### config.mk
export PLATFORM = sky130hd
export DESIGN_NAME = mips_mem_arbiter_flat
export DESIGN_NICKNAME = d
export VERILOG_FILES = /design/src/rtl/mips_mem_pkg.sv /design/src/rtl/mips_mem_arbiter_if.sv /design/src/rtl/mips_mem_arbiter.sv /design/src/flat_wrapper.sv
export SDC_FILE = /design/constraint.sdc
export NUM_CORES = 1
export LEC_CHECK = 0
export BUFFER_PORTS_ARGS = -buffer_cell sky130_fd_sc_hd__buf_2
export CAP_MARGIN = 20
export CORE_MARGIN = 5
export CORE_UTILIZATION = 30
export CTS_CLUSTER_SIZE = 10
export DETAILED_ROUTE_END_ITERATION = 7
export PLACE_DENSITY = 0.7
export SYNTH_ARGS = -nofsm -noshare
export SYNTH_HDL_FRONTEND = slang
export SYNTH_SLANG_ARGS = --single-unit
### constraint.sdc
create_clock -name clk1 -period 1.6 [get_ports clk1]
set_clock_uncertainty 0.05 [all_clocks]
set_input_delay 0.16 -clock clk1 [delete_from_list [all_inputs] [get_ports clk1]]
set_output_delay 0.16 -clock clk1 [all_outputs]
set_load 0.05 [all_outputs]
### src/rtl/mips_mem_pkg.sv
// Shared types and default widths for the MIPS32 instruction/data memory path.
package mips_mem_pkg;

    localparam int MEM_ADDR_W = 10;
    localparam int MEM_DATA_W = 32;

    typedef enum logic {
        IDLE = 1'b0,
        WAIT = 1'b1
    } arb_state_e;

    typedef enum logic {
        OWN_IF = 1'b0,
        OWN_DM = 1'b1
    } arb_owner_e;

endpackage

### src/rtl/mips_mem_arbiter_if.sv
// Bundle of the fetch port, data port and single memory port around the arbiter.
interface mips_mem_arbiter_if
    import mips_mem_pkg::*;
#(
    parameter int ADDR_W = MEM_ADDR_W,
    parameter int DATA_W = MEM_DATA_W
);

    logic              if_req;
    logic [ADDR_W-1:0] if_addr;
    logic              if_gnt;
    logic              if_rvalid;
    logic [DATA_W-1:0] if_rdata;
    logic              flush;

    logic              dm_req;
    logic              dm_we;
    logic [ADDR_W-1:0] dm_addr;
    logic [DATA_W-1:0] dm_wdata;
    logic              dm_gnt;
    logic              dm_rvalid;
    logic [DATA_W-1:0] dm_rdata;

    logic              mem_en;
    logic              mem_we;
    logic [ADDR_W-1:0] mem_addr;
    logic [DATA_W-1:0] mem_wdata;
    logic [DATA_W-1:0] mem_rdata;

    logic              busy;

    modport master (
        output if_req, if_addr, flush,
        output dm_req, dm_we, dm_addr, dm_wdata,
        output mem_rdata,
        input  if_gnt, if_rvalid, if_rdata,
        input  dm_gnt, dm_rvalid, dm_rdata,
        input  mem_en, mem_we, mem_addr, mem_wdata,
        input  busy
    );

    modport slave (
        input  if_req, if_addr, flush,
        input  dm_req, dm_we, dm_addr, dm_wdata,
        input  mem_rdata,
        output if_gnt, if_rvalid, if_rdata,
        output dm_gnt, dm_rvalid, dm_rdata,
        output mem_en, mem_we, mem_addr, mem_wdata,
        output busy
    );

endinterface

### src/rtl/mips_mem_arbiter.sv
// Single-port memory arbiter: data port has priority, a starvation counter
// forces fetch progress, and a flush discards the in-flight fetch response.
module mips_mem_arbiter
    import mips_mem_pkg::*;
#(
    parameter int ADDR_W     = MEM_ADDR_W,
    parameter int DATA_W     = MEM_DATA_W,
    parameter int MEM_LAT    = 2,
    parameter int STARVE_MAX = 4
) (
    input  logic               clk1,
    input  logic               reset,
    mips_mem_arbiter_if.slave  bus
);

    localparam int               LAT_W      = (MEM_LAT > 1) ? $clog2(MEM_LAT) : 1;
    localparam int               SW         = $clog2(STARVE_MAX + 1);
    localparam logic [LAT_W-1:0] LAT_INIT   = LAT_W'(MEM_LAT - 1);
    localparam logic [SW-1:0]    STARVE_TOP = SW'(STARVE_MAX);

    arb_state_e        state_q, state_d;
    arb_owner_e        owner_q, owner_d;
    logic              kill_q, kill_d;
    logic              st_q, st_d;
    logic [LAT_W-1:0]  lat_q, lat_d;
    logic [SW-1:0]     starve_q, starve_d;
    logic              if_rvalid_q, if_rvalid_d;
    logic              dm_rvalid_q, dm_rvalid_d;
    logic [DATA_W-1:0] if_rdata_q, if_rdata_d;
    logic [DATA_W-1:0] dm_rdata_q, dm_rdata_d;

    logic gnt_if, gnt_dm, fetch_starved;

    // Grants are combinational from the requests while IDLE; reset masks them.
    always_comb begin
        fetch_starved = bus.if_req && (starve_q == STARVE_TOP);
        gnt_dm        = !reset && (state_q == IDLE) && bus.dm_req && !fetch_starved;
        gnt_if        = !reset && (state_q == IDLE) && !gnt_dm && bus.if_req;
    end

    assign bus.if_gnt    = gnt_if;
    assign bus.dm_gnt    = gnt_dm;
    assign bus.mem_en    = gnt_if || gnt_dm;
    assign bus.mem_we    = gnt_dm && bus.dm_we;
    assign bus.mem_addr  = gnt_dm ? bus.dm_addr : (gnt_if ? bus.if_addr : '0);
    assign bus.mem_wdata = gnt_dm ? bus.dm_wdata : '0;
    assign bus.if_rvalid = if_rvalid_q;
    assign bus.dm_rvalid = dm_rvalid_q;
    assign bus.if_rdata  = if_rdata_q;
    assign bus.dm_rdata  = dm_rdata_q;
    assign bus.busy      = (state_q != IDLE);

    always_comb begin
        state_d     = state_q;
        owner_d     = owner_q;
        kill_d      = kill_q;
        st_d        = st_q;
        lat_d       = lat_q;
        if_rvalid_d = 1'b0;
        dm_rvalid_d = 1'b0;
        if_rdata_d  = if_rdata_q;
        dm_rdata_d  = dm_rdata_q;
        case (state_q)
            IDLE: begin
                if (gnt_dm || gnt_if) begin
                    state_d = WAIT;
                    owner_d = gnt_dm ? OWN_DM : OWN_IF;
                    kill_d  = gnt_if && bus.flush;
                    st_d    = gnt_dm && bus.dm_we;
                    lat_d   = LAT_INIT;
                end
            end
            WAIT: begin
                // A flush landing in the capture cycle still suppresses delivery.
                if (owner_q == OWN_IF && bus.flush) kill_d = 1'b1;
                if (lat_q == '0) begin
                    state_d = IDLE;
                    if (owner_q == OWN_DM) begin
                        dm_rvalid_d = 1'b1;
                        dm_rdata_d  = st_q ? '0 : bus.mem_rdata;
                    end else if (!kill_d) begin
                        if_rvalid_d = 1'b1;
                        if_rdata_d  = bus.mem_rdata;
                    end
                end else begin
                    lat_d = lat_q - LAT_W'(1);
                end
            end
            default: state_d = IDLE;
        endcase
    end

    always_comb begin
        if (!bus.if_req || gnt_if)
            starve_d = '0;
        else if (gnt_dm && starve_q != STARVE_TOP)
            starve_d = starve_q + SW'(1);
        else
            starve_d = starve_q;
    end

    always_ff @(posedge clk1) begin
        if (reset) begin
            state_q     <= IDLE;
            owner_q     <= OWN_IF;
            kill_q      <= 1'b0;
            st_q        <= 1'b0;
            lat_q       <= '0;
            starve_q    <= '0;
            if_rvalid_q <= 1'b0;
            dm_rvalid_q <= 1'b0;
            if_rdata_q  <= '0;
            dm_rdata_q  <= '0;
        end else begin
            state_q     <= state_d;
            owner_q     <= owner_d;
            kill_q      <= kill_d;
            st_q        <= st_d;
            lat_q       <= lat_d;
            starve_q    <= starve_d;
            if_rvalid_q <= if_rvalid_d;
            dm_rvalid_q <= dm_rvalid_d;
            if_rdata_q  <= if_rdata_d;
            dm_rdata_q  <= dm_rdata_d;
        end
    end

endmodule

### src/flat_wrapper.sv
// flat-port wrapper written by rule: the top's interface ports become plain ports
module mips_mem_arbiter_flat import mips_mem_pkg::*;
#(
    parameter int ADDR_W     = MEM_ADDR_W,
    parameter int DATA_W     = MEM_DATA_W,
    parameter int MEM_LAT    = 2,
    parameter int STARVE_MAX = 4
)
  (clk1, reset, bus_if_req, bus_if_addr, bus_flush, bus_dm_req, bus_dm_we, bus_dm_addr, bus_dm_wdata, bus_mem_rdata, bus_if_gnt, bus_if_rvalid, bus_if_rdata, bus_dm_gnt, bus_dm_rvalid, bus_dm_rdata, bus_mem_en, bus_mem_we, bus_mem_addr, bus_mem_wdata, bus_busy);
  mips_mem_arbiter_if #(.ADDR_W(ADDR_W), .DATA_W(DATA_W)) bus_i ();
  input  logic clk1;
  input  logic reset;
  input wire logic [$bits(bus_i.if_req)-1:0] bus_if_req;
  input wire logic [$bits(bus_i.if_addr)-1:0] bus_if_addr;
  input wire logic [$bits(bus_i.flush)-1:0] bus_flush;
  input wire logic [$bits(bus_i.dm_req)-1:0] bus_dm_req;
  input wire logic [$bits(bus_i.dm_we)-1:0] bus_dm_we;
  input wire logic [$bits(bus_i.dm_addr)-1:0] bus_dm_addr;
  input wire logic [$bits(bus_i.dm_wdata)-1:0] bus_dm_wdata;
  input wire logic [$bits(bus_i.mem_rdata)-1:0] bus_mem_rdata;
  output wire logic [$bits(bus_i.if_gnt)-1:0] bus_if_gnt;
  output wire logic [$bits(bus_i.if_rvalid)-1:0] bus_if_rvalid;
  output wire logic [$bits(bus_i.if_rdata)-1:0] bus_if_rdata;
  output wire logic [$bits(bus_i.dm_gnt)-1:0] bus_dm_gnt;
  output wire logic [$bits(bus_i.dm_rvalid)-1:0] bus_dm_rvalid;
  output wire logic [$bits(bus_i.dm_rdata)-1:0] bus_dm_rdata;
  output wire logic [$bits(bus_i.mem_en)-1:0] bus_mem_en;
  output wire logic [$bits(bus_i.mem_we)-1:0] bus_mem_we;
  output wire logic [$bits(bus_i.mem_addr)-1:0] bus_mem_addr;
  output wire logic [$bits(bus_i.mem_wdata)-1:0] bus_mem_wdata;
  output wire logic [$bits(bus_i.busy)-1:0] bus_busy;
  assign bus_i.if_req = bus_if_req;
  assign bus_i.if_addr = bus_if_addr;
  assign bus_i.flush = bus_flush;
  assign bus_i.dm_req = bus_dm_req;
  assign bus_i.dm_we = bus_dm_we;
  assign bus_i.dm_addr = bus_dm_addr;
  assign bus_i.dm_wdata = bus_dm_wdata;
  assign bus_i.mem_rdata = bus_mem_rdata;
  assign bus_if_gnt = bus_i.if_gnt;
  assign bus_if_rvalid = bus_i.if_rvalid;
  assign bus_if_rdata = bus_i.if_rdata;
  assign bus_dm_gnt = bus_i.dm_gnt;
  assign bus_dm_rvalid = bus_i.dm_rvalid;
  assign bus_dm_rdata = bus_i.dm_rdata;
  assign bus_mem_en = bus_i.mem_en;
  assign bus_mem_we = bus_i.mem_we;
  assign bus_mem_addr = bus_i.mem_addr;
  assign bus_mem_wdata = bus_i.mem_wdata;
  assign bus_busy = bus_i.busy;
  mips_mem_arbiter #(.ADDR_W(ADDR_W), .DATA_W(DATA_W), .MEM_LAT(MEM_LAT), .STARVE_MAX(STARVE_MAX)) u_core (.clk1(clk1), .reset(reset), .bus(bus_i));
endmodule
=== Word level (Yosys, flattened, before mapping) ===
Cells that the tools add are included.

* Bits in registers: 74
* Bits of input ports: 90
* Output and inout port bits: 113
* Word-level logic and storage cells: 58

* $add $sub $neg: 2
* Eq/ne operators: 3
* Multiplexer cells: 17
* Bitwise gates (word level): 4
* Reduce and logical (&&, ||, !) cells: 22

{| class="wikitable"
|+ Operators by type and width
! cell !! number
|-
| two-way mux 32 bit || 2
|-
| two-way mux 10 bit || 2
|-
| logical AND 1 bit || 10
|-
| two-way mux 1 bit || 10
|-
| one-hot mux 1 bit (2 select lines) || 3
|-
| logical NOT 1 bit || 4
|-
| inverter 1 bit || 4
|-
| AND reduction 4 bit || 1
|-
| OR reduction 4 bit || 1
|-
| adder 3 x 1 -> 3 bit, second input constant || 1
|-
| equality test 3 bit, second input constant || 1
|-
| != test 3 bit, second input constant || 1
|-
| AND reduction 3 bit || 1
|-
| OR reduction 3 bit || 1
|-
| logical OR 1 bit || 2
|-
| != test 2 bit, second input constant || 1
|-
| AND reduction 2 bit || 1
|-
| OR reduction 2 bit || 1
|-
| subtractor 1 bit, second input constant || 1
|}

=== Depth between registers and ports, before layout ===
* Word-level depth: 10
* Depth in mapped cells: 7
* Mapped depth without buffers: 6

=== Least setup slack after synthesis ===
Ideal clock, no wire load.

* Path kind: reg2out
* Start: register u_core.state_q (netlist: u_core.bus.busy)
* End: output port bus_mem_wdata[24]
* Data arrival time: 1.835 ns
* Required time: 1.390 ns
* Setup slack: -0.445 ns
* Stages on the path, launching flop included: 6
* Buffers on the path: 2
* Cell sequence: dfxtp_1 > nor2_1 > and3_1 > buf_2 > buf_2 > and2_1

* Longest elaborated chain between the ends: 5

{| class="wikitable"
|+ Ends and longest elaborated chain
! item !! line !! RTL
|-
| from (decl) || mips_mem_arbiter.sv:21 || <nowiki>arb_state_e state_q, state_d;</nowiki>
|-
| from (signal assigned) || mips_mem_arbiter.sv:115 || <nowiki>state_q <= state_d;</nowiki>
|-
| inverter 1 bit || mips_mem_arbiter.sv:37 || <nowiki>gnt_dm = !reset && (state_q == IDLE) && bus.dm_req && !fetch_starved;</nowiki>
|-
| logical AND 1 bit (3 in series) || mips_mem_arbiter.sv:37 ||
|-
| named net bus_dm_gnt || flat_wrapper.sv:24 || <nowiki>output wire logic [$bits(bus_i.dm_gnt)-1:0] bus_dm_gnt;</nowiki>
|-
| two-way mux 32 bit || mips_mem_arbiter.sv:46 || <nowiki>assign bus.mem_wdata = gnt_dm ? bus.dm_wdata : '0;</nowiki>
|-
| to (decl) || flat_wrapper.sv:30 || <nowiki>output wire logic [$bits(bus_i.mem_wdata)-1:0] bus_mem_wdata;</nowiki>
|}

The timed path passes the listed nets, and every way through them passes these cells.

=== Worst setup path after layout ===
* Start: register u_core.starve_q[1]
* End: output port bus_mem_addr[1]

* Longest elaborated chain between the ends: 9

{| class="wikitable"
|+ Ends and longest elaborated chain
! item !! line !! RTL
|-
| from (decl) || mips_mem_arbiter.sv:26 || <nowiki>logic [SW-1:0] starve_q, starve_d;</nowiki>
|-
| from (signal assigned) || mips_mem_arbiter.sv:120 || <nowiki>starve_q <= starve_d;</nowiki>
|-
| equality test 3 bit (*) || mips_mem_arbiter.sv:36 || <nowiki>fetch_starved = bus.if_req && (starve_q == STARVE_TOP);</nowiki>
|-
| logical AND 1 bit (*) || mips_mem_arbiter.sv:36 ||
|-
| logical NOT 1 bit (*) || mips_mem_arbiter.sv:37 ||
|-
| logical AND 1 bit (*) || mips_mem_arbiter.sv:37 ||
|-
| logical NOT 1 bit || mips_mem_arbiter.sv:38 || <nowiki>gnt_if = !reset && (state_q == IDLE) && !gnt_dm && bus.if_req;</nowiki>
|-
| logical AND 1 bit (2 in series) || mips_mem_arbiter.sv:38 ||
|-
| two-way mux 10 bit || mips_mem_arbiter.sv:45 || <nowiki>assign bus.mem_addr = gnt_dm ? bus.dm_addr : (gnt_if ? bus.if_addr : '0);</nowiki>
|-
| two-way mux 10 bit (*) || mips_mem_arbiter.sv:45 ||
|-
| to (decl) || flat_wrapper.sv:29 || <nowiki>output wire logic [$bits(bus_i.mem_addr)-1:0] bus_mem_addr;</nowiki>
|}

Every way passes the cells marked *; elsewhere a longest branch is shown, timed or not.

==> flow_summary.html <==
<table>
<tr><th>Metric</th><th>Value</th></tr>
<tr><th colspan="2">Placed design</th></tr>
<tr><td>Detailed-placement wirelength estimate</td><td>7890 um</td></tr>
<tr><td>Worst slack at placement</td><td>-0.163 ns</td></tr>
<tr><td>Buffers added on ports</td><td>202</td></tr>
<tr><td>Final weighted congestion in routability-driven placement</td><td>0.766</td></tr>
<tr><th colspan="2">Timing</th></tr>
<tr><td>Shortest clock period the worst path allows after layout</td><td>2.05 ns</td></tr>
<tr><td>Final Hold Fails</td><td>0</td></tr>
<tr><td>WHS</td><td>0.0263 ns</td></tr>
<tr><td>Worst path setup slack after routing</td><td>-0.453 ns</td></tr>
<tr><td>Final count of negative-setup-slack endpoints</td><td>45</td></tr>
<tr><td>Final-report max-slew violation count</td><td>0</td></tr>
<tr><td>Final Cycle Share</td><td>128%</td></tr>
<tr><td>Unrepaired setup endpoints after global routing</td><td>yes</td></tr>
<tr><td>FMAX</td><td>487 MHz</td></tr>
<tr><td>Transition at the pin with the smallest max-transition slack</td><td>0.358 ns</td></tr>
<tr><td>Rel. slew slack</td><td>76.1%</td></tr>
<tr><td>Setup TNS</td><td>-18.10 ns</td></tr>
<tr><th colspan="2">Synthesis</th></tr>
<tr><td>Nets in the synthesized netlist</td><td>413</td></tr>
<tr><td>Netlist area before placement</td><td>3000 um2</td></tr>
<tr><td>Most frequently used flop master after synthesis</td><td>sky130_fd_sc_hd__dfxtp_1</td></tr>
<tr><td>Instance count of the mapped netlist</td><td>321</td></tr>
<tr><td>Count of different cell masters after synthesis</td><td>35</td></tr>
<tr><td>Total of warnings raised by yosys</td><td>0</td></tr>
<tr><td>Number of enable flip-flop cells after synthesis</td><td>0</td></tr>
<tr><td>Sequential cell area fraction in the yosys report</td><td>49.3%</td></tr>
<tr><td>Proportion of synthesized flip-flops having asynchronous set or reset</td><td>0%</td></tr>
<tr><td>Number of flip-flops and latches in the synthesized netlist</td><td>74</td></tr>
<tr><td>Syn_area_per_cell</td><td>9.35 um2</td></tr>
<tr><th colspan="2">Min path</th></tr>
<tr><td>Kind of path behind the tightest hold check</td><td>input port to flop</td></tr>
<tr><th colspan="2">Route</th></tr>
<tr><td>Detailed-route via count</td><td>3,544</td></tr>
<tr><td>Post-detailed-route count of antenna-violating nets</td><td>0</td></tr>
<tr><td>DR pass1 iterations</td><td>4</td></tr>
<tr><td>Average routed wire per standard cell</td><td>18.3 um</td></tr>
<tr><td>Total length of routed wires</td><td>12,900 um</td></tr>
<tr><td>Residual DRC</td><td>0</td></tr>
<tr><td>Via-per-instance ratio</td><td>5.01</td></tr>
<tr><td>Initial drt markers</td><td>173</td></tr>
<tr><th colspan="2">Status</th></tr>
<tr><td>Run status</td><td>finished with violations</td></tr>
<tr><td>Violations in the final reports</td><td>negative setup slack</td></tr>
<tr><th colspan="2">Pwr</th></tr>
<tr><td>Share of total power consumed by net switching</td><td>34.2%</td></tr>
<tr><td>Share of power burned in registers</td><td>42.2%</td></tr>
<tr><td>Power per standard cell area</td><td>807 nW/um2</td></tr>
<tr><td>Clock share of power</td><td>27.7%</td></tr>
<tr><td>Internal power component</td><td>0.00305 W</td></tr>
<tr><td>Power spent charging and discharging nets</td><td>0.00158 W</td></tr>
<tr><td>Power, Total</td><td>0.00463 W</td></tr>
<tr><td>Logic pwr share</td><td>30.1%</td></tr>
<tr><td>Leakage power summed over all cells</td><td>2.65 nW</td></tr>
<tr><td>Maximum ir drop on the vdd rail</td><td>0.444 mV</td></tr>
<tr><th colspan="2">GRT</th></tr>
<tr><td>Wire length of the first global-routing pass</td><td>18,400 um</td></tr>
<tr><td>Via count of the first global-routing pass</td><td>3,622</td></tr>
<tr><td>Initial antenna violation count</td><td>0</td></tr>
<tr><td>Overall overflow remaining after global route</td><td>0</td></tr>
<tr><td>Overall routing resource usage</td><td>19.4%</td></tr>
<tr><td>Pin count of the biggest net entering global routing</td><td>33</td></tr>
<tr><th colspan="2">Setup path</th></tr>
<tr><td>Data arrival time of the critical path</td><td>1.84 ns</td></tr>
<tr><td>Endpoint class of the critical path</td><td>primary output</td></tr>
<tr><td>Type of element launching the critical path</td><td>flop</td></tr>
<tr><td>Crit path required time</td><td>1.39 ns</td></tr>
<tr><td>Worst Path Max Fanout</td><td>6</td></tr>
<tr><td>Slowest cell delay on critical path</td><td>0.35 ns</td></tr>
<tr><td>Ordered cell list for the critical path</td><td>inv_2 -&gt; ha_4 -&gt; a21bo_4 -&gt; nand2_4 -&gt; clkinvlp_4 -&gt; a22o_4 -&gt; buf_6</td></tr>
<tr><td>Cell type of the slowest stage on the worst timing path</td><td>sky130_fd_sc_hd__dfxtp_2</td></tr>
<tr><td>Setup Crit Path Kind</td><td>flop to primary output</td></tr>
<tr><td>R2R setup slack</td><td>0.03 ns</td></tr>
<tr><th colspan="2">Run</th></tr>
<tr><td>Number of maximum-capacitance constraint violations</td><td>0</td></tr>
<tr><th colspan="2">Die</th></tr>
<tr><td>Number of top-level pins</td><td>203</td></tr>
<tr><td>Core Region</td><td>9770 um2</td></tr>
<tr><td>Die W</td><td>110 um</td></tr>
<tr><td>Y dimension of the die</td><td>110 um</td></tr>
<tr><td>Die Outline Area</td><td>12,100 um2</td></tr>
<tr><td>Starting density of the core</td><td>30.7%</td></tr>
<tr><td># rows</td><td>36</td></tr>
<tr><th colspan="2">Layout</th></tr>
<tr><td>Number of nets in the finished design</td><td>662</td></tr>
<tr><td>Diodes inserted</td><td>0</td></tr>
<tr><td>Share of final-layout standard cells stronger than drive strength 1</td><td>60.7%</td></tr>
<tr><td>Number of fillers in the final layout</td><td>807</td></tr>
<tr><td>Area added between synthesis and finish</td><td>91.1%</td></tr>
<tr><th colspan="2">Clock network</th></tr>
<tr><td>Clock tree from TritonCTS</td><td>built</td></tr>
<tr><td>Cell at the root of the clock tree</td><td>sky130_fd_sc_hd__clkbuf_8</td></tr>
<tr><td>Number of buffers created by CTS</td><td>9</td></tr>
<tr><td>Number of buffers on the longest clock path</td><td>2</td></tr>
<tr><td>Clock sink total</td><td>74</td></tr>
<tr><td>Reg clk slew, reported paths</td><td>0.08 ns</td></tr>
<tr><td>H-tree levels</td><td>3</td></tr>
<tr><td>Clock Latency Late Sink</td><td>0.33 ns</td></tr>
</table>
==> logic make-up after synthesis <==
logic type	Yosys count	share of synthesized area, %
compound gates	118	26.0
buf+inv	36	5.92
flops	74	49.3
fa+ha+maj	2	0.833
simple gates	91	17.9
==> cells in the mapped netlist (all sizes together), types with 5 or more instances <==
master	instances	area share [%]
a21oi	35	5.8
a22o	42	12
and2	34	7.1
buf	17	3.5
clkbuf	13	1.7
dfxtp	74	49
inv	5	0.63
nand2	5	0.63
nand3	35	5.8
nor2	5	0.63
o21ai	34	6.0
==> state kept, by name, indices dropped and copies added, names as in the netlist <==
signal and count:
u_core.starve_q 3, u_core.bus.if_rvalid 1, u_core.kill_q 1, u_core.bus.dm_rdata 32
u_core.st_q 1, u_core.bus.dm_rvalid 1, u_core.lat_q 1, u_core.bus.busy 1
u_core.bus.if_rdata 32, u_core.owner_q 1
==> cells in the final DEF, fill, tap and decap left out, types with 3 or more instances in the layout <==
master                            n
sky130_fd_sc_hd__a21oi_1         33
sky130_fd_sc_hd__a22o_1          33
sky130_fd_sc_hd__a22o_4           9
sky130_fd_sc_hd__and2_4          33
sky130_fd_sc_hd__buf_12           7
sky130_fd_sc_hd__buf_2          156
sky130_fd_sc_hd__buf_4           20
sky130_fd_sc_hd__buf_6           10
sky130_fd_sc_hd__buf_8           39
sky130_fd_sc_hd__clkbuf_16        5
sky130_fd_sc_hd__clkbuf_8         9
sky130_fd_sc_hd__clkinvlp_4       3
sky130_fd_sc_hd__dfxtp_1         71
sky130_fd_sc_hd__dlygate4sd3_1   29
sky130_fd_sc_hd__nand2_1          4
sky130_fd_sc_hd__nand3_1         35
sky130_fd_sc_hd__nor2_1           4
sky130_fd_sc_hd__o21ai_2         32
==> stage by stage <==
| step | util [%] | cell area [um2] | std cells |
|---|---|---|---|
| final | 58.7 | 5740 | 708 |
| after detailed placement | 45.0 | 4400 | 649 |
| after floorplan | - | 3180 | 321 |
| after global routing | 58.7 | 5740 | 708 |
| after global placement | 45.0 | 4400 | 649 |
| after CTS | 55.7 | 5440 | 700 |
==> power by group through the flow <==
stage,Clock (W),Combinational [W],Sequential (W)
5_1_grt,0.00143,0.00146,0.00197
3_3_place_gp,0,0.00106,0.00199
3_5_place_dp,0,0.00108,0.00199
2_1_floorplan,0,0.000518,0.00220
6_report,0.00128,0.00139,0.00196
4_1_cts,0.00133,0.00129,0.00195
==> timing repair <==
| item | CTS | global route |
|---|---|---|
| pin swaps | 3 | 20 |
| hold endpoints to repair | 28 | 1 |
| hold buffers | 28 | 1 |
| endpoints found under the setup margin | 46 | 73 |
| setup buffers | 3 | 3 |
| cloned | 4 | 6 |
| gates resized for setup | 146 | 50 |
==> layer usage <==
layer	wire, um	track usage, %	up-vias	share of wire, %
li1	-	-	1668	-
met1	4930	22.6	1671	38
met2	6530	32.5	171	51
met3	1100	6.76	34	8.5
met4	366	8.28	0	2.8
met5	0	0	-	0
==> layout make-up <==
| type | instances | area [um2] | share of cell area, % |
|---|---|---|---|
| repair buffers | 267 | 2210 | 38.6 |
| multi-input cells | 211 | 1670 | 29.1 |
| flip-flops and latches | 74 | 1490 | 25.9 |
| well taps | 133 | 166 | 2.90 |
| clock buffers | 10 | 128 | 2.22 |
| clock inverters | 6 | 41.3 | 0.720 |
| inverters | 6 | 26.3 | 0.458 |
| repair inverters | 1 | 7.51 | 0.131 |
==> critical path, delay by kind of cell, from the launching register on <==
family	cells	cell delay [ns]
compound gates	2	0.50
fa+ha+maj	1	0.16
buf+inv	3	0.40
flops	1	0.35
simple gates	1	0.10
==> worst paths after layout <==
path                                                end              startpoint  cells after the start
worst min-delay path            u_core.bus.dm_rdata[14]       bus_mem_rdata[14]                      2
worst max-delay path                    bus_mem_addr[1]      u_core.starve_q[1]                      7
worst min register to register   u_core.bus.if_rdata[0]  u_core.bus.if_rdata[0]                      2
worst max register to register  u_core.bus.if_rdata[13]         u_core.bus.busy                      5
(Power assumes the default switching activity.)
